**config.mk**
```make
export PLATFORM = sky130hd
export DESIGN_NAME = mole_field_animator
export DESIGN_NICKNAME = d
export VERILOG_FILES = /design/src/rtl/mole_field_animator.sv
export SDC_FILE = /design/constraint.sdc
export NUM_CORES = 1
export LEC_CHECK = 0
export CAP_MARGIN = 0
export CORE_MARGIN = 3
export CORE_UTILIZATION = 35
export DETAILED_ROUTE_END_ITERATION = 6
export DONT_BUFFER_PORTS = 1
export PLACE_DENSITY_LB_ADDON = 0.25
export SETUP_SLACK_MARGIN = 0.4
export SLEW_MARGIN = 20
export SYNTH_ARGS = -nofsm -noshare
export SYNTH_HDL_FRONTEND = slang
export SYNTH_SLANG_ARGS = --single-unit
export TNS_END_PERCENT = 50
```
**constraint.sdc**
```tcl
create_clock -name clk -period 4.2 [get_ports clk]
set_input_delay 0.84 -clock clk [delete_from_list [all_inputs] [get_ports clk]]
set_output_delay 0.84 -clock clk [all_outputs]
set_load 0.01 [all_outputs]
```
**src/rtl/mole_field_animator.sv**
```systemverilog
// mole_field_animator: per-hole pop-up FSMs with a registered mole sprite layer; define MOLE_HIT_FLASH_EN to enable the HIT flash state
module mole_field_animator #(
    parameter int          NUM_HOLES   = 5,
    parameter int          STEP_CYCLES = 500000,
    parameter int          LEVELS      = 4,
    parameter int          HOLD_TICKS  = 6,
    parameter int          HIT_TICKS   = 3,
    parameter int          MOLE_W      = 30,
    parameter int          MOLE_H      = 16,
    parameter logic [11:0] MOLE_COLOR  = 12'h642,
    parameter logic [11:0] EYE_COLOR   = 12'hFFF,
    parameter logic [11:0] HIT_COLOR   = 12'hF00,
    parameter logic [11:0] TRANSPARENT = 12'hFFF
) (
    input  logic                    clk,
    input  logic                    rst,
    input  logic [10*NUM_HOLES-1:0] hole_x_flat,
    input  logic [10*NUM_HOLES-1:0] hole_y_flat,
    input  logic                    spawn_valid,
    input  logic [2:0]              spawn_hole,
    output logic                    spawn_ready,
    input  logic                    whack_valid,
    input  logic [2:0]              whack_hole,
    output logic                    hit_pulse,
    output logic                    miss_pulse,
    output logic                    escape_pulse,
    output logic [7:0]              hit_count,
    output logic [NUM_HOLES-1:0]    active_mask,
    input  logic [9:0]              x,
    input  logic [9:0]              y,
    input  logic                    video_on,
    output logic                    pixel_on,
    output logic [11:0]             mole_color
);
    typedef enum logic [2:0] {S_IDLE, S_RISING, S_UP, S_SINKING, S_HIT} state_t;

    localparam int PW = $clog2(STEP_CYCLES);
    localparam int CW = $clog2(HOLD_TICKS + HIT_TICKS + 1);

    state_t               r_state   [NUM_HOLES];
    state_t               w_state_n [NUM_HOLES];
    logic [2:0]           r_level   [NUM_HOLES];
    logic [2:0]           w_level_n [NUM_HOLES];
    logic [CW-1:0]        r_cnt     [NUM_HOLES];
    logic [CW-1:0]        w_cnt_n   [NUM_HOLES];
    logic [9:0]           w_rx      [NUM_HOLES];
    logic [9:0]           w_ry      [NUM_HOLES];
    logic [9:0]           w_thr     [NUM_HOLES];
    logic [NUM_HOLES-1:0] w_box;
    logic [NUM_HOLES-1:0] w_eye;
    logic [NUM_HOLES-1:0] w_body;
    logic [PW-1:0]        r_pre;
    logic                 w_tick;
    logic                 w_hit;
    logic                 w_miss;
    logic                 w_esc;
    logic                 w_on;
    logic [11:0]          w_col;

    assign w_tick = r_pre == PW'(STEP_CYCLES - 1);

    // shared prescaler, event strobes, saturating hit counter and hole state registers
    always_ff @(posedge clk or posedge rst) begin
        if (rst) begin
            r_pre        <= '0;
            hit_pulse    <= 1'b0;
            miss_pulse   <= 1'b0;
            escape_pulse <= 1'b0;
            hit_count    <= '0;
            for (int i = 0; i < NUM_HOLES; i++) begin
                r_state[i] <= S_IDLE;
                r_level[i] <= '0;
                r_cnt[i]   <= '0;
            end
        end else begin
            r_pre        <= w_tick ? '0 : r_pre + 1'b1;
            hit_pulse    <= w_hit;
            miss_pulse   <= w_miss;
            escape_pulse <= w_esc;
            hit_count    <= hit_count + 8'(w_hit && hit_count != 8'hFF);
            for (int i = 0; i < NUM_HOLES; i++) begin
                r_state[i] <= w_state_n[i];
                r_level[i] <= w_level_n[i];
                r_cnt[i]   <= w_cnt_n[i];
            end
        end
    end

    // spawn acceptance, whack resolution and tick-driven animation; spawn beats whack beats tick
    always_comb begin
        spawn_ready = 1'b0;
        w_hit       = 1'b0;
        w_esc       = 1'b0;
        for (int i = 0; i < NUM_HOLES; i++)
            spawn_ready = spawn_ready | (spawn_hole == 3'(i) && r_state[i] == S_IDLE);
        for (int i = 0; i < NUM_HOLES; i++) begin
            w_state_n[i] = r_state[i];
            w_level_n[i] = r_level[i];
            w_cnt_n[i]   = r_cnt[i];
            if (spawn_valid && spawn_hole == 3'(i) && r_state[i] == S_IDLE) begin
                w_state_n[i] = S_RISING;
                w_level_n[i] = '0;
            end else if (whack_valid && whack_hole == 3'(i) && r_state[i] != S_IDLE && r_state[i] != S_HIT) begin
                w_hit = 1'b1;
`ifdef MOLE_HIT_FLASH_EN
                w_state_n[i] = S_HIT;
                w_cnt_n[i]   = '0;
`else
                w_state_n[i] = S_IDLE;
                w_level_n[i] = '0;
`endif
            end else if (w_tick) begin
                case (r_state[i])
                    S_RISING: begin
                        w_state_n[i] = r_level[i] == 3'(LEVELS - 1) ? S_UP : S_RISING;
                        w_level_n[i] = r_level[i] == 3'(LEVELS - 1) ? r_level[i] : r_level[i] + 3'd1;
                        w_cnt_n[i]   = '0;
                    end
                    S_UP: begin
                        w_state_n[i] = r_cnt[i] == CW'(HOLD_TICKS - 1) ? S_SINKING : S_UP;
                        w_cnt_n[i]   = r_cnt[i] + 1'b1;
                    end
                    S_SINKING: begin
                        w_state_n[i] = r_level[i] == 3'd0 ? S_IDLE : S_SINKING;
                        w_level_n[i] = r_level[i] == 3'd0 ? 3'd0 : r_level[i] - 3'd1;
                        w_esc        = w_esc | (r_level[i] == 3'd0);
                    end
                    S_HIT: begin
                        w_state_n[i] = r_cnt[i] == CW'(HIT_TICKS - 1) ? S_IDLE : S_HIT;
                        w_level_n[i] = r_cnt[i] == CW'(HIT_TICKS - 1) ? 3'd0 : r_level[i];
                        w_cnt_n[i]   = r_cnt[i] + 1'b1;
                    end
                    default: ;
                endcase
            end
        end
        w_miss = whack_valid && !w_hit;
    end

    // a hole is active whenever it is not idle
    always_comb begin
        active_mask = '0;
        for (int i = 0; i < NUM_HOLES; i++)
            active_mask[i] = r_state[i] != S_IDLE;
    end

    for (genvar h = 0; h < NUM_HOLES; h++) begin : g_hole
        assign w_rx[h]   = x - hole_x_flat[10*h +: 10] + 10'(MOLE_W / 2);
        assign w_ry[h]   = y - hole_y_flat[10*h +: 10] + 10'(MOLE_H / 2);
        assign w_thr[h]  = 10'(MOLE_H - ((int'(r_level[h]) + 1) * MOLE_H) / LEVELS);
        assign w_box[h]  = w_rx[h] < 10'(MOLE_W) && w_ry[h] < 10'(MOLE_H);
        assign w_body[h] = w_rx[h] >= 10'd4 && w_rx[h] < 10'(MOLE_W - 4);
        assign w_eye[h]  = w_ry[h] >= 10'd6 && w_ry[h] <= 10'd8 &&
                           ((w_rx[h] >= 10'd8 && w_rx[h] <= 10'd10) ||
                            (w_rx[h] >= 10'(MOLE_W - 10) && w_rx[h] <= 10'(MOLE_W - 8)));
    end

    // sprite selection; scanning downward lets the lowest hole index win on overlap
    always_comb begin
        w_on  = 1'b0;
        w_col = TRANSPARENT;
        for (int i = NUM_HOLES - 1; i >= 0; i--) begin
            if (w_box[i] && r_state[i] == S_HIT) begin
                w_on  = 1'b1;
                w_col = HIT_COLOR;
            end else if (w_box[i] && r_state[i] == S_UP && w_body[i]) begin
                w_on  = 1'b1;
                w_col = w_eye[i] ? EYE_COLOR : MOLE_COLOR;
            end else if (w_box[i] && (r_state[i] == S_RISING || r_state[i] == S_SINKING) && w_ry[i] >= w_thr[i]) begin
                w_on  = 1'b1;
                w_col = MOLE_COLOR;
            end
        end
    end

    // one-cycle registered pixel, blanked outside active video
    always_ff @(posedge clk or posedge rst) begin
        if (rst) begin
            pixel_on   <= 1'b0;
            mole_color <= TRANSPARENT;
        end else begin
            pixel_on   <= video_on && w_on;
            mole_color <= (video_on && w_on) ? w_col : TRANSPARENT;
        end
    end
endmodule

```
**Yosys cells after proc, flatten, opt, wreduce, memory -nomap -nowiden**

Cells that the tools add are included.

- Flip-flop bits (word level): 93
- Word-level logic and storage cells: 505

- Reductions and logical operators: 156
- Order comparisons: 55
- Bitwise gates (word level): 18
- $add $sub $neg: 47
- Muxes and demuxes: 147
- Equality and inequality tests: 60

Operator list:

| kind | count |
|---|---|
| $mux 12 | 21 |
| $lt 10x5->1 const B | 15 |
| $mux 3 | 50 |
| $add 10x4->10 const B | 10 |
| $ge 10x3->1 const B | 10 |
| $le 10x4->1 const B | 10 |
| $sub 10x10->10 | 10 |
| $logic_and 1x1->1 | 88 |
| $pmux 3 s4 | 5 |
| $eq 3x2->1 const B | 19 |
| $ge 10x10->1 | 5 |
| $ge 10x4->1 const B | 5 |
| $ge 10x5->1 const B | 5 |
| $le 10x5->1 const B | 5 |
| $mux 1 | 50 |
| $pmux 3 s3 | 5 |
| $ne 4x4->1 const B | 10 |
| $pmux 4 s2 | 5 |
| $reduce_and 4->1 | 10 |
| $logic_not 3->1 | 12 |
| $sub 5x6->7 const A | 5 |
| $reduce_bool 3->1 | 10 |
| $reduce_bool 6->1 | 5 |
| $reduce_bool 5->1 | 5 |
| 22 further kinds | 108 |

**Longest topological paths before layout**

- Depth after elaboration: 26
- Depth in mapped cells: 20
- Mapped depth without buffers: 20

**Worst setup path after synthesis**

Ideal clock, no wire load.

- Kind: input port to flip-flop
- Start point: input port hole_y_flat[41]
- End point: register mole_color[7]
- Path buffers: 0
- Cell stages on the path: 17
- Data arrival time: 4401 ps
- Slack: -262 ps
- Required time: 4139 ps
- Setup time: 61 ps
- Cells stage by stage: inv_1 ha_1 ha_1 fa_1 a21o_1 a221oi_1 a221oi_1 a31oi_1 inv_1 ha_1 or4_1 a21oi_1 a211oi_1 o311ai_0 a21oi_1 o41ai_1 a31o_1

- Longest elaborated chain between the ends: 23
- Elaborated cells between the ends (all ways): 47
- Those cells by class: add/sub: 2; order compare: 4; mux: 32; reduce/logical: 9

Ends and longest elaborated chain:

| element | RTL line | source |
|---|---|---|
| from (decl) | 18 | `input logic [10*NUM_HOLES-1:0] hole_y_flat,` |
| $sub 10x10->10 (*) | 149 | `assign w_ry[h] = y - hole_y_flat[10*h +: 10] + 10'(MOLE_H / 2);` |
| $add 10x4->10 (*) | 149 |  |
| $lt 10x5->1 | 151 | `assign w_box[h] = w_rx[h] < 10'(MOLE_W) && w_ry[h] < 10'(MOLE_H);` |
| $logic_and 1x1->1 | 151 |  |
| $logic_and 1x1->1 (2 in series) | 169 | `end else if (w_box[i] && (r_state[i] == S_RISING \|\| r_state[i] == S_SINKING) && w_ry[i] >= w_thr[i]) begin` |
| $mux 1 | 169 |  |
| $mux 1 | 166 | `end else if (w_box[i] && r_state[i] == S_UP && w_body[i]) begin` |
| $mux 1 | 163 | `if (w_box[i] && r_state[i] == S_HIT) begin` |
| [... 6 more ...] | - |  |
| $mux 1 | 169 |  |
| $mux 1 | 166 |  |
| $mux 1 | 163 |  |
| $mux 1 | 169 |  |
| $mux 1 | 166 |  |
| $mux 1 | 163 |  |
| $logic_and 1x1->1 | 183 | `mole_color <= (video_on && w_on) ? w_col : TRANSPARENT;` |
| $mux 12 (*) | 183 |  |
| to (signal assigned) | 183 |  |
| to (decl) | 33 | `output logic [11:0] mole_color` |

Every way passes the cells marked *; elsewhere a longest branch is shown, timed or not.
A chain may end at the register's enable or synchronous reset.

**Worst setup path after layout**

- Start point: input port y[0]
- End point: register mole_color[8]

- Longest elaborated chain between the ends: 23
- Elaborated cells between the ends (all ways): 107
- Those cells by class: add/sub: 10; order compare: 20; mux: 36; reduce/logical: 41

Ends and longest elaborated chain:

| element | RTL line | source |
|---|---|---|
| from (decl) | 30 | `input logic [9:0] y,` |
| $sub 10x10->10 | 149 |  |
| $add 10x4->10 | 149 |  |
| $lt 10x5->1 | 151 |  |
| $logic_and 1x1->1 | 151 |  |
| $logic_and 1x1->1 (2 in series) | 169 |  |
| $mux 1 | 169 |  |
| $mux 1 | 166 |  |
| $mux 1 | 163 |  |
| [... 6 more ...] | - |  |
| $mux 1 | 169 |  |
| $mux 1 | 166 |  |
| $mux 1 | 163 |  |
| $mux 1 | 169 |  |
| $mux 1 | 166 |  |
| $mux 1 | 163 |  |
| $logic_and 1x1->1 | 183 |  |
| $mux 12 (*) | 183 |  |

Marks and branches as above.

==> reports/qor.log <==
[placement] Post-Place Cells 2063
[pwr] total power of the final layout 0.00408 W
[grt] overflow left after global routing 0
[run] MaxCap Viol Count 0
[detailed_routing] WL/cell 17.0 um
[die] initial standard-cell utilization of the core 35.9%
[worst_setup_path] r2r startpoint r_level[12]
[pwr] clock share of power 20.1%
[pwr] power per cell area 278 nW/um^2
[grt] Tot GR Track Use 18.1%
[timing] Worst Hold Margin 455 ps
[yosys] post-synthesis cell area 12500 sq um
[placement] Final HPWL DP 29300 um
[yosys] share of async-settable or async-resettable flops after synthesis 100%
[worst_setup_path] Critical Path Most Common Cell sky130_fd_sc_hd__inv_2
[die] die area 38100 sq um
[placement] count of input and output buffers 0
[grt] global-route wire length before repair 56800 um
[pwr] power spent charging and discharging nets 0.00172 W
[grt] number of global-route vias before repair 11000
[placement] pre-CTS setup slack -232 ps
[yosys] number of flops mapped to enable cells by yosys 0
[timing] number of setup violations in the final report 0
[clocking] clock-pin slew on the worst setup and hold paths 80 ps
[yosys] instance count of the mapped netlist 1568
[worst_setup_path] ordered list of cells on the worst path inv_6 > buf_12 > ha_2 > inv_2 > ha_4 > inv_2 > fa_2 > nand2b_4 > a21o_1 > a21oi_2 > xor2_2 > a311o_1 > or4_4 > a2111o_1 > nand4_1 > o211ai_2 > nand4bb_1
[detailed_routing] post-route antenna net violation count 0
[placement] RePlAce Congestion 0.906
[clocking] root cell of the clock tree sky130_fd_sc_hd__clkbuf_16
[clocking] number of hold-repair buffers added at the cts stage 0
[timing] RSZ-0062 raised after global routing yes
[pwr] peak supply drop 0.231 mV
[worst_setup_path] startpoint type of the worst setup path primary input
[timing] final number of hold-violating endpoints 0
[grt] antenna violations before repair 0
[cells_and_area] multi-input logic area 10200 sq um
[grt] maximum number of pins on one net before global-route repair 41
[cells_and_area] area of all sequential standard cells 2110 sq um
[worst_setup_path] cell with the biggest individual delay on the critical path sky130_fd_sc_hd__or4_4
[yosys] number of register bits inferred by synthesis 84
[die] number of core rows 68
[yosys] most used flip-flop cell after synthesis sky130_fd_sc_hd__dfrtp_1
[pwr] Gate power share 55.6%
[clocking] sinks on the clock net 84
[clocking] CTS tree done
[pwr] part of the power in registers 24.3%
[pwr] standby leakage power 6.76 nW
[die] CORE AREA 34900 sq um
[detailed_routing] Starting DRT DRC Count 649
[detailed_routing] per-cell via count in the routed design 5.45
[cells_and_area] fillcell total 3547
[status] outcome finished clean
[min_path] worst min path class in -> async
[cells_and_area] fraction of layout cells with a size suffix above 1 14.6%
[clocking] worst skew pair latency 360 ps
[cells_and_area] Area growth syn-to-layout 17.2%
[clocking] number of CTS-inserted buffers 9
[yosys] share of synthesized area occupied by flip-flops and latches 16.8%
[clocking] largest buffer count on any clock path 2
[yosys] count of cell types in the netlist 85
[cells_and_area] number of diodes added for antenna fixing 0
[worst_setup_path] data arrival at the endpoint of the critical path 4180 ps
[yosys] mean post-synth cell area 7.98 sq um
[clocking] Clock H-tree levels 3
[cells_and_area] Layout Utilization 42.1%
[timing] final critical path time including I/O delays and setup 3920 ps
[worst_setup_path] endpoint of the worst-slack reg-to-reg timing path mole_color[8]
[cells_and_area] number of standard cells in the final layout excluding fillers 2095
[pwr] switching power as a share of total power 42.1%
[yosys] portion of synthesized cell area occupied by the leading cell type 25.3%
[worst_setup_path] Register-to-Register Setup Slack 660 ps
[worst_setup_path] largest driver fanout on the critical path 4
[worst_setup_path] WS Path Type in -> reg
[detailed_routing] Residual DRC 0
[yosys] area leader, netlist sky130_fd_sc_hd__ha_1
[yosys] biggest area contributors in the synthesized netlist sky130_fd_sc_hd__ha_1 (25%), sky130_fd_sc_hd__dfrtp_1 (16%), sky130_fd_sc_hd__inv_1 (5.7%)
[detailed_routing] drt pass-1 iters 5
[timing] measured slew at the worst slew-check pin 696 ps
[die] num ports 161
[timing] fin. max-slew vios 0
[timing] worst clock skew 14.5 ps
[timing] post-route fraction of the period consumed by the critical path 93.3%
[cells_and_area] number of nets in the layout 2029
[pwr] internal power summed over all cells 0.00236 W
[worst_setup_path] largest stage delay on the critical path 520 ps
[timing] Max-Slew Margin vs Limit 52.4%
[die] width of the die 195 um
[worst_setup_path] Reg2Reg Depth 14
[die] Die Span Y 195 um
[yosys] count of yosys warnings during synthesis 0
[timing] Fmax achieved 0.255 GHz
[detailed_routing] number of vias in the routed layout 11400
[timing] Final Worst Setup Slack 283 ps
[worst_setup_path] kind of end point of the critical path register
[worst_setup_path] critical path data required time 4460 ps
[detailed_routing] Post-Route WL 35500 um
-- stage by stage --
step | TNS [ps] | cell area (sq um)
finish | 0 | 14700
global route | 0 | 14700
CTS | 0 | 14300
detailed placement | -738 | 13700
global placement | -666 | 13700
floorplan | 0 | 12700
-- final cells by class --
cell class / instances / area share (%)
Timing Repair Buffer: 92 / 4.82
Tap cell: 455 / 3.88
Multi-Input combinational cell: 1258 / 69.8
Sequential cell: 84 / 14.4
Clock inverter: 7 / 0.537
Inverter: 190 / 5.04
Clock buffer: 9 / 1.53
-- placed cells by master, fill, tap and decap left out, types with 12 or more instances in the layout --
cell                       Yosys  layout
sky130_fd_sc_hd__o21a_1       17      17
sky130_fd_sc_hd__or3_1        14      14
sky130_fd_sc_hd__ha_4          0      28
sky130_fd_sc_hd__nand2_1     118     118
sky130_fd_sc_hd__nor3_1       27      26
sky130_fd_sc_hd__inv_2         0      12
sky130_fd_sc_hd__mux2i_1      18      18
sky130_fd_sc_hd__nor2b_1      28      27
sky130_fd_sc_hd__nand2b_1     24      21
sky130_fd_sc_hd__xnor2_1      63      60
sky130_fd_sc_hd__and3_1       16      15
sky130_fd_sc_hd__xor2_1       38      33
sky130_fd_sc_hd__nand4_1      16      16
sky130_fd_sc_hd__ha_1        253     218
sky130_fd_sc_hd__a21o_1       19      19
sky130_fd_sc_hd__buf_4         9      90
sky130_fd_sc_hd__inv_1       190     173
sky130_fd_sc_hd__nor2_1      133     132
sky130_fd_sc_hd__dfrtp_1      81      81
sky130_fd_sc_hd__o21ai_0      72      66
sky130_fd_sc_hd__a31oi_1      19      18
sky130_fd_sc_hd__a21oi_1      98      93
sky130_fd_sc_hd__nand3_1      43      43
-- cells in the mapped netlist, types with 24 or more instances --
cell                         n
sky130_fd_sc_hd__inv_1     190
sky130_fd_sc_hd__xor2_1     38
sky130_fd_sc_hd__clkbuf_1   25
sky130_fd_sc_hd__xnor2_1    63
sky130_fd_sc_hd__ha_1      253
sky130_fd_sc_hd__dfrtp_1    81
sky130_fd_sc_hd__o21ai_0    72
sky130_fd_sc_hd__nor2_1    133
sky130_fd_sc_hd__nor2b_1    28
sky130_fd_sc_hd__nand3_1    43
sky130_fd_sc_hd__a21oi_1    98
sky130_fd_sc_hd__nand2_1   118
sky130_fd_sc_hd__nor3_1     27
sky130_fd_sc_hd__nand2b_1   24
-- how the worst max path moves through the flow --
stage / start / end / depth (start not counted)
2_1_floorplan: hole_y_flat[41] / mole_color[7] / 17
3_3_place_gp: y[0] / mole_color[7] / 20
3_5_place_dp: y[0] / mole_color[7] / 20
4_1_cts: hole_y_flat[42] / mole_color[7] / 17
5_1_grt: hole_y_flat[42] / mole_color[7] / 17
6_report: y[0] / mole_color[8] / 17
-- kinds of logic (layout without fill, tap and decap cells) --
kind of cell	count (synthesis)	count (layout)	share of synthesized area, %
fa+ha+maj	264	264	27.0
flops	84	84	16.8
compound gates	376	376	20.3
mux	22	22	1.80
simple gates	492	492	19.7
other cells	1	2	0.0300
xor+xnor	102	102	7.25
buf+inv	227	298	7.09
-- worst max-delay path: cells and delay by family --
kind / cells / cell delay [ps]
AO/OA/AOI/OAI: 5 / 1270
XOR/XNOR: 1 / 120
adder cells (fa/ha/maj): 3 / 640
buffers and inverters: 4 / 240
AND/OR/NAND/NOR: 4 / 1050
-- timing repair --
item,in CTS,in global routing
buffers inserted,8,8
endpoints found under the hold margin,0,0
endpoints found under the setup margin,4,4
resized for setup,41,53
pin swaps,28,48
-- metal layers --
metal	GRT usage (%)	wire, um	vias up
met3	2.67	1760	44
met4	5.12	697	0
li1	-	-	5746
met1	25.4	17000	5341
met2	29.2	16100	288
met5	0	0	-
-- registers in the layout (all words and copies together), names as in the netlist --
| name | cells |
|---|---|
| escape_pulse | 1 |
| hit_count | 8 |
| hit_pulse | 1 |
| miss_pulse | 1 |
| mole_color | 3 |
| pixel_on | 1 |
| r_cnt | 20 |
| r_level | 15 |
| r_pre | 19 |
| r_state | 15 |
-- power by group through the flow --
stage / Sequential [W] / Combinational (W) / Clock, W
6_report: 0.000994 / 0.00227 / 0.000820
3_5_place_dp: 0.00101 / 0.00203 / 0
3_3_place_gp: 0.00101 / 0.00199 / 0
5_1_grt: 0.00101 / 0.00256 / 0.000871
4_1_cts: 0.000993 / 0.00214 / 0.000840
2_1_floorplan: 0.000955 / 0.00152 / 0
No activity file was read; power rests on OpenSTA's default activity.
